File: src/rtl/serial_loader_pkg.sv
// serial_loader shared types and sizing.
// State set includes CHECK, used only when PARITY_CHECK_EN is defined.
package serial_loader_pkg;

  localparam int WIDTH_DEF = 8;

  function automatic int cnt_width(input int w);
    return $clog2(w + 1);
  endfunction

  localparam int CNT_W = cnt_width(WIDTH_DEF);

  typedef enum logic [2:0] {
    IDLE,
    SHIFT,
    LOAD,
    CLEAR,
    CHECK
  } state_t;

endpackage

File: src/rtl/serial_loader_shift_reg_in.sv
// Serial-in/parallel-out shift register with enable and sync clear.
// Exposes its next value so the loader can capture a finished word on the same edge.
module shift_reg_in #(
  parameter int WIDTH     = 8,
  parameter bit MSB_FIRST = 1'b1
) (
  input  logic             clk,
  input  logic             rst_n,
  input  logic             clr,
  input  logic             en,
  input  logic             din,
  output logic [WIDTH-1:0] q_nxt
);

  logic [WIDTH-1:0] q;

  // next value: clear wins over shift, otherwise hold
  always_comb begin
    q_nxt = q;
    if (clr) begin
      q_nxt = '0;
    end else if (en) begin
      if (MSB_FIRST) begin
        q_nxt = {q[WIDTH-2:0], din};
      end else begin
        q_nxt = {din, q[WIDTH-1:1]};
      end
    end
  end

  // shift storage
  always_ff @(posedge clk or negedge rst_n) begin
    if (!rst_n) begin
      q <= '0;
    end else begin
      q <= q_nxt;
    end
  end

endmodule

File: src/rtl/serial_loader.sv
// Serial-to-parallel feeder driving a set/reset register (s, r, d).
// Optional even-parity check on each word is enabled by PARITY_CHECK_EN.
module serial_loader
  import serial_loader_pkg::*;
#(
  parameter int WIDTH     = WIDTH_DEF,
  parameter bit MSB_FIRST = 1'b1
) (
  input  logic             clk_loader,
  input  logic             rst_n_loader,
  input  logic             start_loader,
  input  logic             clr_req_loader,
  input  logic             sin_loader,
  input  logic             sin_valid_loader,
  output logic             s_loader,
  output logic             r_loader,
  output logic [WIDTH-1:0] d_loader,
  output logic             busy_loader,
`ifdef PARITY_CHECK_EN
  output logic             err_loader,
`endif
  output logic             done_loader
);

  localparam int CW = cnt_width(WIDTH);
  localparam logic [CW-1:0] LAST = CW'(WIDTH - 1);

  state_t           state;
  state_t           nxt;
  logic [CW-1:0]    cnt;
  logic [CW-1:0]    cnt_nxt;
  logic             sh_en;
  logic             sh_clr;
  logic [WIDTH-1:0] sh_nxt;

`ifdef PARITY_CHECK_EN
  logic par_q;
  logic par_nxt;
  logic par_ok;

  // sh_nxt equals the held word while in CHECK
  assign par_ok = ~(^{sh_nxt, par_q});
`endif

  shift_reg_in #(
    .WIDTH    (WIDTH),
    .MSB_FIRST(MSB_FIRST)
  ) u_sr (
    .clk  (clk_loader),
    .rst_n(rst_n_loader),
    .clr  (sh_clr),
    .en   (sh_en),
    .din  (sin_loader),
    .q_nxt(sh_nxt)
  );

  // next-state, counter and shift control
  always_comb begin
    nxt     = state;
    cnt_nxt = cnt;
    sh_en   = 1'b0;
    sh_clr  = 1'b0;
`ifdef PARITY_CHECK_EN
    par_nxt = par_q;
`endif
    unique case (state)
      IDLE: begin
        if (clr_req_loader) begin
          nxt = CLEAR;
        end else if (start_loader) begin
          nxt     = SHIFT;
          cnt_nxt = '0;
          sh_clr  = 1'b1;
        end
      end
      SHIFT: begin
        if (clr_req_loader) begin
          nxt = CLEAR;
        end else if (sin_valid_loader) begin
`ifdef PARITY_CHECK_EN
          if (cnt == CW'(WIDTH)) begin
            par_nxt = sin_loader;
            nxt     = CHECK;
          end else begin
            sh_en   = 1'b1;
            cnt_nxt = cnt + CW'(1);
          end
`else
          sh_en   = 1'b1;
          cnt_nxt = cnt + CW'(1);
          if (cnt == LAST) begin
            nxt = LOAD;
          end
`endif
        end
      end
      LOAD:  nxt = IDLE;
      CLEAR: nxt = IDLE;
`ifdef PARITY_CHECK_EN
      CHECK: nxt = par_ok ? LOAD : IDLE;
`endif
      default: nxt = IDLE;
    endcase
  end

  // state and bit counter
  always_ff @(posedge clk_loader or negedge rst_n_loader) begin
    if (!rst_n_loader) begin
      state <= IDLE;
      cnt   <= '0;
    end else begin
      state <= nxt;
      cnt   <= cnt_nxt;
    end
  end

`ifdef PARITY_CHECK_EN
  // received parity bit and mismatch pulse
  always_ff @(posedge clk_loader or negedge rst_n_loader) begin
    if (!rst_n_loader) begin
      par_q      <= 1'b0;
      err_loader <= 1'b0;
    end else begin
      par_q      <= par_nxt;
      err_loader <= (state == CHECK) && !par_ok;
    end
  end
`endif

  // registered outputs, decoded from the state being entered
  always_ff @(posedge clk_loader or negedge rst_n_loader) begin
    if (!rst_n_loader) begin
      s_loader    <= 1'b0;
      done_loader <= 1'b0;
      r_loader    <= 1'b0;
      busy_loader <= 1'b0;
      d_loader    <= '0;
    end else begin
      s_loader    <= (nxt == LOAD);
      done_loader <= (nxt == LOAD);
      r_loader    <= (nxt == CLEAR);
      busy_loader <= (nxt != IDLE);
      if (nxt == LOAD) begin
        d_loader <= sh_nxt;
      end
    end
  end

endmodule

File: config.mk
export PLATFORM = sky130hd
export DESIGN_NAME = serial_loader
export DESIGN_NICKNAME = d
export VERILOG_FILES = /design/src/rtl/serial_loader_pkg.sv /design/src/rtl/serial_loader_shift_reg_in.sv /design/src/rtl/serial_loader.sv
export SDC_FILE = /design/constraint.sdc
export NUM_CORES = 1
export LEC_CHECK = 0
export ABC_AREA = 1
export CAP_MARGIN = 20
export CELL_PAD_IN_SITES_DETAIL_PLACEMENT = 2
export CELL_PAD_IN_SITES_GLOBAL_PLACEMENT = 2
export CORE_MARGIN = 3
export CORE_UTILIZATION = 37
export CTS_BUF_LIST = sky130_fd_sc_hd__clkbuf_8
export DETAILED_ROUTE_END_ITERATION = 12
export PLACE_DENSITY = 0.89
export SETUP_SLACK_MARGIN = 0.2
export SLEW_MARGIN = 0
export SYNTH_ARGS = -nofsm -noshare
export SYNTH_HDL_FRONTEND = slang
export SYNTH_SLANG_ARGS = --single-unit
File: constraint.sdc
create_clock -name clk_loader -period 3.72 [get_ports clk_loader]
set_input_delay 0.372 -clock clk_loader [delete_from_list [all_inputs] [get_ports clk_loader]]
set_output_delay 0.372 -clock clk_loader [all_outputs]
set_load 0.02 [all_outputs]
After elaboration in Yosys (flattened, before gate mapping)

Cells that the tools add are included.

Register bits after elaboration: 26
Logic and storage cells: 39

Add/subtract/negate cells: 1
Equal/unequal tests: 8
Muxes and demuxes: 19
Reduce and logical (&&, ||, !) cells: 4

Operators with widths:

| kind                | number |
|---|---|
| $mux 4              | 4 |
| $mux 8              | 2 |
| $mux 3              | 5 |
| $ne 2x2->1 const B  | 4 |
| $pmux 4 s2          | 1 |
| $eq 3x2->1 const B  | 2 |
| $mux 1              | 6 |
| $pmux 3 s2          | 1 |
| $reduce_and 5->1    | 1 |
| $add 4x1->4 const B | 1 |
| $eq 4x3->1 const B  | 1 |
| $eq 3x1->1 const B  | 1 |
| $logic_not 3->1     | 1 |
| $reduce_bool 3->1   | 1 |
| $reduce_bool 2->1   | 1 |

Longest topological paths before layout

Gate-level depths: netlist of the first run.

Word-level depth: 6
Gate-level depth with buffers: 7
Mapped depth without buffers: 7

Cells and area by module

From an unflattened synthesis of the first run, not the netlist that was laid out.

Cell total of the unflattened synthesis: 149
Area, all modules: 1251.2 sq um

Modules (own cells, without submodules):

| module        | times used | cells an instance | area an instance (sq um) |
|---|---|---|---|
| serial_loader | 1          | 98                | 863.3 |
| shift_reg_in  | 1          | 51                | 387.9 |

Worst setup path after synthesis of the first run

Ideal clock, no wire load.

Kind: register to register
Start: reg state[1]
End: reg u_sr.q[6]
Path slack: 2528 ps
Arrival time: 1073 ps
Cell stages (with the launch flop): 7
Library setup time: 119 ps
Path through: dfrtp_1 -> nor2_8 -> nand2_2 -> inv_2 -> nand3_4 -> buf_6 -> and2_1

Word-level cells in the longest chain between the ends: 4
Elaborated cells between the ends (all ways): 6

RTL lines:

| item                   | RTL line                         | source |
|---|---|---|
| start, declared        | serial_loader.sv:28              | `state_t state;` |
| start signal, assigned | serial_loader.sv:112             | `state <= nxt;` |
| $eq 3x1->1             | serial_loader.sv:66              | `unique case (state)` |
| $mux 1                 | serial_loader.sv:66              |  |
| $mux 8                 | serial_loader_shift_reg_in.sv:22 | `end else if (en) begin` |
| $mux 8 *               | serial_loader_shift_reg_in.sv:20 | `if (clr) begin` |
| net sh_nxt[6]          | serial_loader.sv:34              | `logic [WIDTH-1:0] sh_nxt;` |
| end signal, assigned   | serial_loader_shift_reg_in.sv:36 | `q <= q_nxt;` |
| end, declared          | serial_loader_shift_reg_in.sv:15 | `logic [WIDTH-1:0] q;` |

Mark *: on every way through the listed nets, which the timed path passes. The rest lies on a longest branch.
A chain may end at the register's enable or synchronous reset.

Final worst setup path of the first run

Start: reg d_loader[6]
End: out d_loader[6]

RTL lines:

| item                   | RTL line             | source |
|---|---|---|
| start, declared        | serial_loader.sv:17  | `output logic [WIDTH-1:0] d_loader,` |
| start signal, assigned | serial_loader.sv:144 | `d_loader <= sh_nxt;` |

No word-level cell between the ends.

==> flow_summary.yaml, run 1 <==
floorplan:
  io_pins: 18
  die_h_um: 63.9
  die-area_um2: 4090
  rows: 20
  start_util_pct: 39.7
  coreArea_um2: 3130
  die_x_um: 63.9
hold_path:
  hold_path.class: "in -> async"
route:
  routed_wl_mm: 3.06
  drcViolationCount: 0
  drtAntennaViolNets: 0
  drt-vias-per-instance: 4.88
  drtPass1Iterations: 4
  avgRoutedWirePerCell_um: 15.5
  vias: 961
  drt-initial-drc-count: 35
cells_and_area:
  n_antenna_cell: 0
  drive_above_1_share_pct: 11.8
  fin_area_um2: 1490
  nNetsFinal: 161
  syn_to_final_growth_pct: 20.1
placement:
  port_buffers: 17
  dp_slack_ns: 1.81
  hpwl_mm: 2.29
  gp_congestion: 0.807
  place_area_um2: 1440
timing:
  min_period_over_period_pct: 43.6
  fin_ws_ns: 2.10
  setup_tns_ns: 0
  clock_skew_ns: 0.00501
  worst_pin_slew_ns: 0.521
  fin_hold_ws_ns: 0.463
  rsz0062_at_grt: "false"
  finalSetupViolCount: 0
  hold_viol_final: 0
  timing.slew.headroom_pct: 65.2
  finalCriticalPeriod_ns: 1.62
  fmax_mhz: 616
  slew_violations: 0
cts:
  cts_tree: "built"
  cts_max_path_buffers: 2
  hold_buffers: 0
  cts_setup_buffers: 0
  cts_buffers: 3
  cts_resized: 0
  cts_root_buf: "clkbuf_8"
  clkTransAtPathRegs_ns: 0.09
  cts_max_level: 1
  clock-sinks: 26
  worstSkewPairLatency_ns: 0.28
synth:
  synth-compound-area-share_pct: 3.52
  async_reset_ff_share_pct: 100
  ys.flop_type: "dfrtp_1"
  synthesis.nets: 142
  netlist_area_um2: 1240
  synth_seq_area_share_pct: 52.4
  synth_edf_count: 0
  synth_top_family_by_area: "simple AND/OR/NAND/NOR gates"
  synth_cell_types: 26
  synthSimpleGateAreaFrac_pct: 36.0
  synthCells: 135
  synthXorXnorAreaFrac_pct: 0.705
  yosys_warnings: 0
  avgSynthCellArea_um2: 9.20
  ys_seq_elements: 26
  yosys-mux-area-fraction_pct: 0
  synthAdderAreaFrac_pct: 1.01
setup_path:
  slowest_stage: "clkdlybuf4s50_1"
  cp_max_fo: 2
  slowest_delay_ns: 0.61
  worstPathArrival_ns: 1.25
  critPathBufInv: 1
  worstSetupStartpointType: "flip-flop"
  r2r_end: "d_loader[6]"
  crit_path_end_kind: "output pin"
  worst_ep_required_time_ns: 3.35
  critPathKind: "reg -> out"
  path_delay_family: "buffers and inverters"
  rrSetupSlack_ns: 2.23
  rr_worst_depth: 7
  crit_chain: "clkdlybuf4s50_1"
  r2r-start: "cnt[1]"
power:
  ir_drop_mv: 0.227
  powerDensity_nw_per_um2: 368
  leakagePower_uw: 0.000749
global_route:
  grt_pass1_vias: 1081
  grt_pass1_wl_mm: 5.44
  antenna_found_initial: 0
  overflow: 0
  grt_util_all_layers_pct: 17.4
  grt_max_degree: 27
job:
  max_cap_violations: 0
status:
  status: "complete, no violations"
cell usage after synthesis (2+ instances only):
| cell | n | share of area, % |
|---|---|---|
| buf_6 | 2 | 1.8 |
| dfrtp_1 | 26 | 52 |
| o21ai_1 | 2 | 0.81 |
| nand4_1 | 8 | 4.0 |
| inv_2 | 2 | 0.60 |
| inv_1 | 7 | 2.1 |
| buf_4 | 2 | 1.2 |
| and2_1 | 7 | 3.5 |
| nor2_1 | 5 | 1.5 |
| nand2_2 | 2 | 1.0 |
| nand3_1 | 9 | 3.6 |
| nand2_1 | 45 | 14 |
| o21ai_0 | 5 | 2.0 |
layout make-up:
type                       instances  area (um2)
clock buffer                       4        55.1
fill                             350        1640
inverter                          10        38.8
multi-input combinational         95         515
sequential                        26         651
tap                               44        55.1
timing repair buffer              18         178
layout by cell type, fill, tap and decap left out, drive strengths merged:
cell,count
nand2,47
dfrtp,26
clkdlybuf4s50,17
nand3,11
nand4,9
inv,9
and2,8
nor2,8
o21ai,7
clkbuf,4
o31a,1
clkinv,1
nor3b,1
xor2,1
ha,1
buf,1
conb,1
routing by layer:
| layer | global-route usage, % | vias to the layer above | part of all wire, % |
|---|---|---|---|
| met5 | 0 | - | 0 |
| met4 | 4.04 | 0 | 0.82 |
| met3 | 2.81 | 2 | 2.3 |
| met2 | 30.1 | 11 | 53 |
| met1 | 22.6 | 480 | 44 |
| li1 | - | 468 | - |
where the power goes:
part	switching [uW]	internal, uW	total [uW]
combinational	36.2	19.3	55.5
sequential	13.4	292	305
clock	94.1	94.9	189
total	144	406	550
registers in the layout, indices dropped and copies added (netlist names):
| name | flops |
|---|---|
| cnt | 4 |
| busy_loader | 1 |
| d_loader | 8 |
| u_sr.q | 8 |
| r_loader | 1 |
| state | 3 |
| done_loader | 1 |
cells by family (layout without fill, tap and decap cells):
group | count (synthesis) | in the layout
XOR/XNOR | 1 | 1
buffers and inverters | 14 | 32
flip-flops | 26 | 26
AND/OR/NAND/NOR | 84 | 84
other | 1 | 1
adder cells (fa/ha/maj) | 1 | 1
AO/OA/AOI/OAI | 8 | 8
metrics by stage:
stage,utilization [%],std cells,total power (uW)
final,47.7,197,550
after global routing,47.7,197,578
after CTS,47.7,197,557
after detailed placement,46.0,193,368
after global placement,46.0,193,362
after floorplan,-,135,343
how the worst max path moves through the flow:
stage / from / endpoint / slack, ns / cells after the start
after global routing: clr_req_loader / d_loader[6] / 1.94 / 7
after detailed placement: clr_req_loader / d_loader[2] / 1.81 / 7
after global placement: clr_req_loader / d_loader[6] / 1.93 / 7
after CTS: d_loader[6] / d_loader[6] / 2.08 / 1
after floorplan: state[1] / u_sr.q[6] / 2.53 / 6
final: d_loader[6] / d_loader[6] / 2.10 / 1
No activity file was read; power rests on OpenSTA's default activity.
==> run 2: changes to the inputs <==
- CORE_UTILIZATION: 37 -> 34
- PLACE_DENSITY: 0.89 -> 0.82
- clock period: 3.72 -> 1.55 ns (I/O delays scaled with it)
==> flow_summary.yaml, run 2 (synthesis gave the netlist of run 1 again) <==
status:
  status: "complete, no violations"
cts:
  cts_max_level: 1
  clock-sinks: 26
  cts_buffers: 3
  cts_tree: "built"
  cts_max_path_buffers: 2
  cts_root_buf: "clkbuf_8"
  worstSkewPairLatency_ns: 0.28
  clkTransAtPathRegs_ns: 0.09
power:
  switching_share_pct: 26.9
  switching_power_uw: 426
  clkPwrFrac_pct: 36.6
  powerDensity_nw_per_um2: 861
  ir_drop_mv: 0.842
  power_frac_comb_pct: 17.3
  pwr-share-seq_pct: 46.1
  intPower_uw: 1160
  leakagePower_uw: 0.000955
timing:
  hold_viol_final: 0
  rsz0062_at_grt: "true"
  slew_violations: 0
  clock_skew_ns: 0.00365
  finalCriticalPeriod_ns: 1.41
  fin_ws_ns: 0.144
  min_period_over_period_pct: 90.7
  setup_tns_ns: 0
  finalSetupViolCount: 0
  fmax_mhz: 711
  fin_hold_ws_ns: 0.254
global_route:
  overflow: 0
  grt_util_all_layers_pct: 22.8
  grt_pass1_vias: 1343
  antenna_found_initial: 0
  grt_max_degree: 27
  grt_pass1_wl_mm: 7.14
floorplan:
  io_pins: 18
  start_util_pct: 36.4
  coreArea_um2: 3420
  rows: 21
  die_h_um: 66.5
  die_x_um: 66.5
  die-area_um2: 4420
placement:
  place_area_um2: 1460
  hpwl_mm: 2.53
  dp.cells: 198
  gp_congestion: 0.778
  dp_slack_ns: -0.0914
  port_buffers: 17
setup_path:
  critPathKind: "reg -> reg"
  path_common_cell: "nand2_1"
  crit_path_end_kind: "flip-flop"
  worst_ep_required_time_ns: 1.77
  slowest_delay_ns: 0.47
  critPathBufInv: 1
  crit_chain: "nor2_8, nand2_2, inv_1, nor2_1, o21ai_2, nand2_1, nand2_1"
  path_delay_family: "simple AND/OR/NAND/NOR gates"
  rrSetupSlack_ns: 0.14
  cp_max_fo: 5
  worstSetupStartpointType: "flip-flop"
  slowest_stage: "dfrtp_2"
  worstPathArrival_ns: 1.63
route:
  drtPass1Iterations: 4
  drt-initial-drc-count: 37
  avgRoutedWirePerCell_um: 23.6
  routed_wl_mm: 5.21
  vias: 1186
  drcViolationCount: 0
  drt-vias-per-instance: 5.37
  drtAntennaViolNets: 0
cells_and_area:
  syn_to_final_growth_pct: 48.0
  n_antenna_cell: 0
  drive_above_1_share_pct: 36.6
  top_regs: "d_loader: 8 flops, u_sr.q: 8 flops, cnt: 4 flops"
  fin_area_um2: 1840
  nNetsFinal: 183
  layout_commonest_cell: "nand2_1"
  finalNonFillerCells: 221
  layout_common_cells: "nand2_1, dfrtp_1, buf_4"
job:
  max_cap_violations: 0
hold_path:
  hold_path.class: "in -> async"
[run 2: cell types whose count changed in the layout (fill, tap and decap cells not counted), sizes merged, moves of 2 or more]
cell | before | now
dlygate4sd2 | 0 | 12
buf | 1 | 18
nand3 | 11 | 13
clkdlybuf4s50 | 17 | 3
dlymetal6s2s | 0 | 2
[run 2: worst reg2reg max path, stage by stage (launching register included)]
cell	delay, ns
dfrtp_2	0.47
nor2_8	0.20
nand2_2	0.11
inv_1	0.15
nor2_1	0.09
o21ai_2	0.10
nand2_1	0.12
nand2_1	0.10
[run 2: stage by stage]
step / utilization (%) / power [uW]
global route: 53.8 / 1650
floorplan: - / 824
CTS: 47.4 / 1510
detailed placement: 42.8 / 896
global placement: 42.8 / 885
finish: 53.8 / 1580
[run 2: path summary, 6_finish.rpt]
check	end	cells past startpoint	from
worst max-delay path	cnt[3]	7	state[1]
worst min-delay path	r_loader	2	rst_n_loader
worst max register to register	cnt[3]	7	state[1]
worst min register to register	d_loader[0]	2	d_loader[0]
max in group asynchronous	state[2]	2	rst_n_loader
min in group clk_loader	r_loader	3	clr_req_loader
[run 2: metal layers]
layer  vias to the layer above  wire length (um)  global-route usage (%)
li1                        524                 -                       -
met1                       598              2070                    26.2
met2                        44              2720                    40.8
met3                        20               182                    3.88
met4                         0               236                    10.7
met5                         -                 0                       0
[run 2: repair_timing]
action / in CTS / in global routing
endpoints found under the setup margin: 21 / 21
setup buffers: 5 / 9
gates cloned: 3 / 2
resized for setup: 16 / 38
pin swaps: 2 / 16
hold buffers: 0 / 0
[run 2: power by group through the flow]
stage	logic, uW	registers [uW]	clock network [uW]
2_1_floorplan	86.8	737	0
3_3_place_gp	147	738	0
3_5_place_dp	155	741	0
4_1_cts	187	729	591
5_1_grt	295	732	620
6_report	275	729	579
[run 2: layout make-up]
class | count | area [um2]
timing repair buffer | 35 | 315
clock inverter | 1 | 30.0
tap | 46 | 57.6
clock buffer | 3 | 41.3
fill | 349 | 1580
multi-input combinational | 99 | 683
inverter | 10 | 51.3
sequential | 26 | 654
timing repair inverter | 1 | 6.26
